==> config.mk <==
export PLATFORM = sky130hd
export DESIGN_NAME = keypad_event_decoder
export DESIGN_NICKNAME = d
export VERILOG_FILES = /design/src/rtl/keypad_event_decoder_pkg.sv /design/src/rtl/keypad_event_decoder_evt_fifo.sv /design/src/rtl/keypad_event_decoder.sv
export SDC_FILE = /design/constraint.sdc
export NUM_CORES = 1
export LEC_CHECK = 0
export CAP_MARGIN = 5
export CORE_ASPECT_RATIO = 1.75
export CORE_MARGIN = 5
export CORE_UTILIZATION = 35
export CTS_CLUSTER_SIZE = 25
export DETAILED_ROUTE_END_ITERATION = 8
export PLACE_DENSITY = 0.49
export SYNTH_ARGS = -nofsm -noshare
export SYNTH_HDL_FRONTEND = slang
export SYNTH_SLANG_ARGS = --single-unit
==> constraint.sdc <==
create_clock -name clk -period 6.7 [get_ports clk]
set_input_delay 1.34 -clock clk [delete_from_list [all_inputs] [get_ports clk]]
set_output_delay 1.34 -clock clk [all_outputs]
set_load 0.02 [all_outputs]
==> src/rtl/keypad_event_decoder_pkg.sv <==
// Shared constants and helpers for the keypad event decoder: key count, event
// entry layout and the counter-width function.
package keypad_event_decoder_pkg;

  localparam int NUM_KEYS      = 20;
  localparam int KEY_IDX_W     = 5;
  localparam int EVT_W         = KEY_IDX_W + 1;
  localparam int EVT_PRESS_BIT = 0;
  localparam int EVT_KEY_LSB   = 1;

  // Bits needed to hold the values 0..n-1; never narrower than one bit.
  function automatic int get_width(input int n);
    return (n <= 1) ? 1 : $clog2(n);
  endfunction

endpackage

==> src/rtl/keypad_event_decoder_evt_fifo.sv <==
// Generic synchronous FIFO with a combinational head output; pushes into a
// full FIFO and pops from an empty one are ignored.
module keypad_event_decoder_evt_fifo #(
  parameter int WIDTH = 6,
  parameter int DEPTH = 4
) (
  input  logic                       clk,
  input  logic                       rst,
  input  logic                       push,
  input  logic [WIDTH-1:0]           wdata,
  input  logic                       pop,
  output logic [WIDTH-1:0]           rdata,
  output logic [$clog2(DEPTH):0]     count
);

  localparam int PTR_W = $clog2(DEPTH);
  localparam int CNT_W = PTR_W + 1;

  logic [WIDTH-1:0] mem_q [DEPTH];
  logic [WIDTH-1:0] mem_d [DEPTH];
  logic [PTR_W-1:0] wr_ptr_q, wr_ptr_d;
  logic [PTR_W-1:0] rd_ptr_q, rd_ptr_d;
  logic [CNT_W-1:0] count_q, count_d;
  logic             do_push, do_pop;

  always_comb begin
    mem_d    = mem_q;
    wr_ptr_d = wr_ptr_q;
    rd_ptr_d = rd_ptr_q;
    count_d  = count_q;
    do_push  = push && (count_q != CNT_W'(DEPTH));
    do_pop   = pop && (count_q != '0);
    if (do_push) begin
      mem_d[wr_ptr_q] = wdata;
      wr_ptr_d        = wr_ptr_q + 1'b1;
    end
    if (do_pop) begin
      rd_ptr_d = rd_ptr_q + 1'b1;
    end
    if (do_push && !do_pop) begin
      count_d = count_q + 1'b1;
    end else if (do_pop && !do_push) begin
      count_d = count_q - 1'b1;
    end
  end

  always_ff @(posedge clk or posedge rst) begin
    if (rst) begin
      for (int i = 0; i < DEPTH; i++) begin
        mem_q[i] <= '0;
      end
      wr_ptr_q <= '0;
      rd_ptr_q <= '0;
      count_q  <= '0;
    end else begin
      mem_q    <= mem_d;
      wr_ptr_q <= wr_ptr_d;
      rd_ptr_q <= rd_ptr_d;
      count_q  <= count_d;
    end
  end

  assign rdata = mem_q[rd_ptr_q];
  assign count = count_q;

endmodule

==> src/rtl/keypad_event_decoder.sv <==
// Debounces the scanned key levels on a periodic sample tick and queues
// accepted press/release changes as events behind a valid/ready handshake.
module keypad_event_decoder
  import keypad_event_decoder_pkg::*;
#(
  parameter int SAMPLE_CYCLES  = 1000000,
  parameter int STABLE_SAMPLES = 3,
  parameter int FIFO_DEPTH     = 4
) (
  input  logic                 clk,
  input  logic                 rst,
  input  logic [NUM_KEYS-1:0]  keys_raw,
  output logic [NUM_KEYS-1:0]  keys_stable,
  output logic                 evt_valid,
  input  logic                 evt_ready,
  output logic [KEY_IDX_W-1:0] evt_key,
  output logic                 evt_press,
  output logic                 overflow
);

  localparam int TICK_W = get_width(SAMPLE_CYCLES);
  localparam int CNT_W  = get_width(STABLE_SAMPLES);
  localparam int FCNT_W = $clog2(FIFO_DEPTH) + 1;

  logic [TICK_W-1:0]    tick_q, tick_d;
  logic [CNT_W-1:0]     cnt_q [NUM_KEYS];
  logic [CNT_W-1:0]     cnt_d [NUM_KEYS];
  logic [NUM_KEYS-1:0]  stable_q, stable_d;
  logic [NUM_KEYS-1:0]  pending_q, pending_d;
  logic                 overflow_q, overflow_d;
  logic [NUM_KEYS-1:0]  flip;
  logic                 tick, emit;
  logic [KEY_IDX_W-1:0] emit_key;
  logic [EVT_W-1:0]     evt_wdata, evt_rdata;
  logic [FCNT_W-1:0]    fifo_count;

  always_comb begin
    tick   = (tick_q == TICK_W'(SAMPLE_CYCLES - 1));
    tick_d = tick ? '0 : tick_q + 1'b1;

    cnt_d    = cnt_q;
    stable_d = stable_q;
    flip     = '0;
    if (tick) begin
      for (int i = 0; i < NUM_KEYS; i++) begin
        if (keys_raw[i] == stable_q[i]) begin
          cnt_d[i] = '0;
        end else if (cnt_q[i] == CNT_W'(STABLE_SAMPLES - 1)) begin
          stable_d[i] = ~stable_q[i];
          cnt_d[i]    = '0;
          flip[i]     = 1'b1;
        end else begin
          cnt_d[i] = cnt_q[i] + 1'b1;
        end
      end
    end

    // Descending scan so the lowest pending index wins.
    emit_key = '0;
    for (int i = NUM_KEYS - 1; i >= 0; i--) begin
      if (pending_q[i]) begin
        emit_key = KEY_IDX_W'(i);
      end
    end
    emit = (pending_q != '0) && (fifo_count < FCNT_W'(FIFO_DEPTH));

    evt_wdata                               = '0;
    evt_wdata[EVT_PRESS_BIT]                = stable_q[emit_key];
    evt_wdata[EVT_KEY_LSB +: KEY_IDX_W]     = emit_key;

    pending_d  = pending_q;
    overflow_d = 1'b0;
    if (emit) begin
      pending_d[emit_key] = 1'b0;
    end
    // A second flip while still pending cancels out, unless the first one is
    // leaving for the FIFO right now, in which case the new level is queued.
    for (int i = 0; i < NUM_KEYS; i++) begin
      if (flip[i]) begin
        if (!pending_q[i] || (emit && emit_key == KEY_IDX_W'(i))) begin
          pending_d[i] = 1'b1;
        end else begin
          pending_d[i] = 1'b0;
          overflow_d   = 1'b1;
        end
      end
    end
  end

  always_ff @(posedge clk or posedge rst) begin
    if (rst) begin
      tick_q <= '0;
      for (int i = 0; i < NUM_KEYS; i++) begin
        cnt_q[i] <= '0;
      end
      stable_q   <= '0;
      pending_q  <= '0;
      overflow_q <= 1'b0;
    end else begin
      tick_q     <= tick_d;
      cnt_q      <= cnt_d;
      stable_q   <= stable_d;
      pending_q  <= pending_d;
      overflow_q <= overflow_d;
    end
  end

  keypad_event_decoder_evt_fifo #(
    .WIDTH (EVT_W),
    .DEPTH (FIFO_DEPTH)
  ) u_evt_fifo (
    .clk   (clk),
    .rst   (rst),
    .push  (emit),
    .wdata (evt_wdata),
    .pop   (evt_ready),
    .rdata (evt_rdata),
    .count (fifo_count)
  );

  assign keys_stable = stable_q;
  assign evt_valid   = (fifo_count != '0);
  assign evt_key     = evt_rdata[EVT_KEY_LSB +: KEY_IDX_W];
  assign evt_press   = evt_rdata[EVT_PRESS_BIT];
  assign overflow    = overflow_q;

endmodule

**After elaboration in Yosys (flattened, before gate mapping)**

Cells that the tools add are included.

- Bitwise logic cells: 44
- Add/subtract/negate cells: 25
- Order comparisons: 6
- Reductions and logical operators: 113
- Eq/ne operators: 61
- Muxes and demuxes: 195

Operator list:

| kind | count |
|---|---|
| 1-bit 2-to-1 mux | 122 |
| 5-bit 2-to-1 mux | 20 |
| 2-bit 2-to-1 mux | 40 |
| 20-bit 2-to-1 mux | 3 |
| 3-bit AND reduction | 20 |
| 2-bit by 1-bit adder with 2-bit output, second input constant | 22 |
| 2-bit nonzero test | 21 |
| 2-bit == test, second input constant | 20 |
| 5-bit by 4-bit == test with 1-bit output, second input constant | 8 |
| 1-bit NOT | 40 |
| 1-bit logical AND | 27 |
| 24-bit bitwise mux | 1 |
| 1-bit zero test | 22 |
| 20-bit by 1-bit adder with 20-bit output, second input constant | 1 |
| 20-bit AND | 1 |
| 1-bit == test | 20 |
| 20-bit == test, second input constant | 1 |
| 5-bit by 3-bit == test with 1-bit output, second input constant | 4 |
| 5-bit == test, second input constant | 4 |
| 1-bit logical OR | 20 |
| 20-bit NOT | 1 |
| 20-bit nonzero test | 1 |
| 6-bit 2-to-1 mux | 3 |
| 6-bit binary-select mux with 2-bit select | 1 |
| other kinds (17) | 21 |

- Logic and storage cells: 513
- Output and inout bits: 28
- Register bits after elaboration: 132

**Logic depth before layout (Yosys ltp)**

- Depth in word-level cells: 63
- Mapped depth: 11
- Depth with buffers taken out: 10

**By module**

From an unflattened synthesis, not the netlist that was laid out.

- Cell total of the unflattened synthesis: 592
- Area, all modules: 6688.9 um^2

By module, submodules not included:

| module | area each (um^2) | cells an instance | seq. area each (um^2) | times used |
|---|---|---|---|---|
| keypad_event_decoder | 5250.0 | 498 | 2527.4 | 1 |
| keypad_event_decoder_evt_fifo | 1438.9 | 94 | 775.7 | 1 |

**Least setup slack after synthesis**

OpenSTA, ideal clock, no wires.

- Kind: register to register
- Start point: register pending_q[3]
- End point: register overflow_q, in the netlist overflow
- Stages on the path, launching flop included: 10
- Data arrival time: 2.597 ns
- Path slack: 3.965 ns
- Clock period less this slack: 2.735 ns
- Library setup time: 0.138 ns
- Cells stage by stage: dfrtp_1 -> nor4_2 -> nand2_1 -> or3_1 -> buf_6 -> or2_4 -> o311a_1 -> a221oi_2 -> nand3_1 -> or4_1

- Word-level cells in the longest chain between the ends: 47
- Elaborated cells on any way between the ends: 107
- Classes of those cells: eq/ne (19); mux (44); reduce/logical (44)

Ends and longest elaborated chain:

| what | line | text |
|---|---|---|
| from (decl) | keypad_event_decoder.sv:29 | `logic [NUM_KEYS-1:0] pending_q, pending_d;` |
| from (signal assigned) | keypad_event_decoder.sv:103 | `pending_q <= pending_d;` |
| 5-bit 2-to-1 mux (4 in series) | keypad_event_decoder.sv:61 | `if (pending_q[i]) begin` |
| 5-bit zero test | keypad_event_decoder.sv:80 | `if (!pending_q[i] \|\| (emit && emit_key == KEY_IDX_W'(i))) begin` |
| 1-bit logical AND | keypad_event_decoder.sv:80 |  |
| 1-bit logical OR | keypad_event_decoder.sv:80 |  |
| 1-bit 2-to-1 mux | keypad_event_decoder.sv:80 |  |
| 1-bit 2-to-1 mux | keypad_event_decoder.sv:79 | `if (flip[i]) begin` |
| 1-bit 2-to-1 mux | keypad_event_decoder.sv:80 |  |
| 1-bit 2-to-1 mux | keypad_event_decoder.sv:79 |  |
| (+29 left out) | -- |  |
| 1-bit 2-to-1 mux | keypad_event_decoder.sv:79 |  |
| 1-bit 2-to-1 mux | keypad_event_decoder.sv:80 |  |
| 1-bit 2-to-1 mux | keypad_event_decoder.sv:79 |  |
| 1-bit 2-to-1 mux | keypad_event_decoder.sv:80 |  |
| 1-bit 2-to-1 mux | keypad_event_decoder.sv:79 |  |
| 1-bit 2-to-1 mux | keypad_event_decoder.sv:80 |  |
| 1-bit 2-to-1 mux (*) | keypad_event_decoder.sv:79 |  |
| via overflow_d | keypad_event_decoder.sv:30 | `logic overflow_q, overflow_d;` |
| to (signal assigned) | keypad_event_decoder.sv:104 | `overflow_q <= overflow_d;` |
| to (decl) | keypad_event_decoder.sv:30 |  |

Mark *: on every way through the listed nets, which the timed path passes. The rest lies on a longest branch.
A chain may end at the register's enable or synchronous reset.

**Worst setup path in the final report**

- Start point: register u_evt_fifo.rd_ptr_q[0]
- End point: output port evt_press

- Word-level cells in the longest chain between the ends: 4

Ends and longest elaborated chain:

| what | line | text |
|---|---|---|
| from (decl) | keypad_event_decoder_evt_fifo.sv:22 | `logic [PTR_W-1:0] rd_ptr_q, rd_ptr_d;` |
| from (signal assigned) | keypad_event_decoder_evt_fifo.sv:58 | `rd_ptr_q <= rd_ptr_d;` |
| 2-bit NOT with 3-bit output (implied by the code) | keypad_event_decoder_evt_fifo.sv:63 | `assign rdata = mem_q[rd_ptr_q];` |
| 6-bit binary-select mux with 2-bit select | keypad_event_decoder_evt_fifo.sv:63 |  |
| 6-bit 2-to-1 mux (implied by the code) (2 in series) | keypad_event_decoder_evt_fifo.sv:63 |  |
| to (decl) | keypad_event_decoder.sv:17 | `output logic evt_press,` |

No other way between the ends. The select of a mux whose other input is x is not followed.

==> run_results.csv <==
group,metric,value,unit
synthesis,async_reset_ff_share,100,%
synthesis,netlist_top_cells_area,"dfrtp_1 (49%), xnor2_1 (6.3%), xor2_1 (3.9%), nand2_1 (3.8%), mux2_2 (3.5%)",
clock_tree,root_buffer,"clkbuf_16",
clock_tree,cts_num_sinks,132,
power_and_ir_drop,p_total,3.07,mW
clock_tree,clk_pin_slew_worst_paths,0.06,ns
grt,antenna_found_initial,0,
timing,final.setup_skew,0.00915,ns
setup_path,startpoint_type,"register",
final_layout,fin_nets,700,
final_layout,syn_to_final_growth,19.9,%
setup_path,cp-end-kind,"primary output",
synthesis,synth_top_cell_by_area,"dfrtp_1",
clock_tree,cts_buffers,17,
clock_tree,htree_levels,4,
floorplan,die_area,22100,um2
setup_path,required,5.36,ns
floorplan,core,19000,um2
drt,num_vias,4962,
final_layout,fin_cells,924,
synthesis,ys_seq_elements,132,
synthesis,yosys_warnings,0,
synthesis,synth_top_area_share,49.4,%
final_layout,postLayoutCoreUtil,42.2,%
synthesis,syn_area_per_cell,10.8,um2
placed_design,io_buffer_count,50,
synthesis,synth_enable_flop_cells,0,
timing,tightest_slew,0.995,ns
drt,viasPerCell,5.37,
synthesis,synth_fa_ha_area_share,1.42,%
timing,rsz0062_at_grt,"no",
placed_design,gp_congestion,0.897,
power_and_ir_drop,p_seq_share,34.8,%
timing,slew_headroom,33.7,%
timing,setup_viol,0,
drt,drtIter0Drc,198,
floorplan,die_w,115,um
synthesis,syn_area,6690,um2
grt,grt_pass1_wl,28.3,mm
drt,drtAntennaViolNets,0,
clock_tree,cts_tree,"yes",
drt,dr.pass1.iters,4,
final_layout,drive_gt1_share,13.0,%
floorplan,initial_core_util,35.2,%
timing,fin_setup_tns,0,ns
synthesis,netlist_instances,618,
power_and_ir_drop,switching_power,1.16,mW
job,maxCapViolCount,0,
placed_design,dpl.cell_count,892,
clock_tree,clk_latency,0.42,ns
final_layout,diodes,0,
drt,wl,17.2,mm
synthesis,synth-simple-area-share,19.0,%
setup_path,path_class,"register to primary output",
grt,grt_max_degree,79,
floorplan,die_h,193,um
setup_path,worstPathMaxFanout,8,
synthesis,synthMuxAreaShare,6.45,%
clock_tree,post_cts_buffers,0,
power_and_ir_drop,pwr-share-comb,34.9,%
grt,grt_usage,16.6,%
synthesis,seq_area_frac_synth,49.4,%
timing,slew_violations,0,
timing,max_freq,0.281,GHz
power_and_ir_drop,internal_power,1.91,mW
synthesis,synth_top_family_by_area,"simple AND/OR/NAND/NOR gates",
synthesis,syn_nets,648,
synthesis,synth_ff_type,"dfrtp_1",
synthesis,synthDistinctLibCells,61,
placed_design,place_hpwl,12.6,mm
setup_path,arrival,2.22,ns
power_and_ir_drop,switching_share,37.7,%
timing,min_period,3.56,ns
floorplan,rows,67,
clock_tree,cts_hold_repair.buffers,0,
drt,drc_errors,0,
grt,grt_pass1_vias,5282,
power_and_ir_drop,clkPwrFrac,30.3,%
synthesis,synth_xor_area_share,10.2,%
clock_tree,cts_resized,0,
power_and_ir_drop,ir_drop,196,uV
power_and_ir_drop,power_density,382,nW/um2
timing,fin_crit_sh,53.1,%
grt,grt_overflow,0,
clock_tree,cts.path.max_buffers,2,
power_and_ir_drop,p_leak,3.33,nW
timing,final_hold_viol_count,0,
final_layout,num-fill-cells,1865,
min_path,hp-class,"register to register",
floorplan,io_pins,51,
drt,wl_per_cell,18.6,um
synthesis,synth_compound_area_share,11.7,%
run_status,status,"finished clean",
[cell families after synthesis]
group,after synthesis
adder cells (fa/ha/maj),7
XOR/XNOR,78
flip-flops,132
buffers and inverters,30
AND/OR/NAND/NOR,229
multiplexers,33
AO/OA/AOI/OAI,109
[layer usage]
metal / track usage [%] / up-vias / wire length, um
met2: 29.7 / 91 / 9260
met5: 0 / - / 0
met1: 18.5 / 2488 / 6810
met4: 9.24 / 0 / 760
li1: - / 2348 / -
met3: 2.70 / 35 / 402
[cell usage in the layout (no fill, tap or decap), drive strengths merged, types with 5 or more instances in the layout]
master	instances
clkbuf	20
nor2b	5
o21ai	32
nand2	67
inv	11
ha	6
clkdlybuf4s50	50
mux2	21
mux2i	6
xor2	30
clkinv	7
or4b	15
o31ai	9
and3	8
nor4b	9
mux4	6
and2	8
xnor2	48
nand4	5
nor3	17
o31a	6
a22o	16
nor4	11
dfrtp	132
or3	5
o211ai	5
nand3	18
a21o	6
nor2	39
[metrics by stage]
step                      hold WS (ns)  setup slack [ns]  area, um2
after floorplan                  0.439              1.83       6690
after global placement           0.456              3.27       7430
after detailed placement         0.465              3.28       7430
after CTS                        0.477              3.05       8020
after global routing             0.503              3.01       8020
final                            0.475              3.14       8020
[final timing paths]
| kind | start | endpoint | slack (ns) | cells past startpoint |
|---|---|---|---|---|
| max | u_evt_fifo.rd_ptr_q[0] | evt_press | 3.14 | 2 |
| min | tick_q[4] | tick_q[4] | 0.47 | 1 |
| max reg2reg | pending_q[17] | overflow | 3.36 | 7 |
| min reg2reg | tick_q[4] | tick_q[4] | 0.47 | 1 |
| max in group asynchronous | rst | cnt_q[30] | 3.95 | 3 |
| min in group asynchronous | rst | keys_stable[0] | 1.48 | 2 |
[critical path: stages (launching register included)]
cell and delay (ns):
dfrtp_1 0.65, mux4_2 0.60, clkdlybuf4s50_1 0.56
[flip-flops by register name (all words and copies together), names as in the netlist]
| signal | count |
|---|---|
| u_evt_fifo.wr_ptr_q | 2 |
| keys_stable | 20 |
| u_evt_fifo.count | 3 |
| u_evt_fifo.mem_q | 24 |
| u_evt_fifo.rd_ptr_q | 2 |
| cnt_q | 40 |
| tick_q | 20 |
| overflow | 1 |
| pending_q | 20 |
[cell usage after synthesis (3+ instances only)]
master     number
mux2_2         21
nand4_1         5
a22o_1         16
o31a_1          3
nand3b_1        4
nor4_2          5
nor3_1         17
and2_1          8
clkbuf_1       16
o31ai_1         9
mux4_2          6
a21oi_1         4
mux2i_1         6
o2bb2ai_1       4
xnor2_1        48
or4b_2         15
o22ai_1         4
or3_1           5
o31a_2          3
and3_1          8
o311a_1         3
dfrtp_1       132
nand3_1        18
nor2b_1         5
inv_1          10
nor3b_1         4
a21o_1          6
and4b_1         3
xor2_1         30
o211ai_1        5
nor4_1          6
nand2_1        67
o21ai_0        32
a31oi_1         4
nand2b_1        3
ha_1            6
nor2_1         39
nor4b_1         9
[power by group through the flow]
stage | sequential (mW) | combinational (mW) | clock, mW
floorplan | 1.02 | 0.798 | 0
global placement | 1.07 | 1.06 | 0
detailed placement | 1.08 | 1.08 | 0
CTS | 1.07 | 1.08 | 0.953
global route | 1.09 | 1.18 | 0.988
finish | 1.07 | 1.07 | 0.928
[area by class of cell]
class / count / area (um2) / area share (%)
Sequential cell: 132 / 3300 / 41.2
Multi-Input combinational cell: 456 / 3270 / 40.7
Timing Repair Buffer: 53 / 523 / 6.52
Clock buffer: 20 / 457 / 5.69
Tap cell: 241 / 302 / 3.76
Clock inverter: 12 / 130 / 1.62
Inverter: 10 / 40.0 / 0.499
Power figures use the tool's default switching activity.
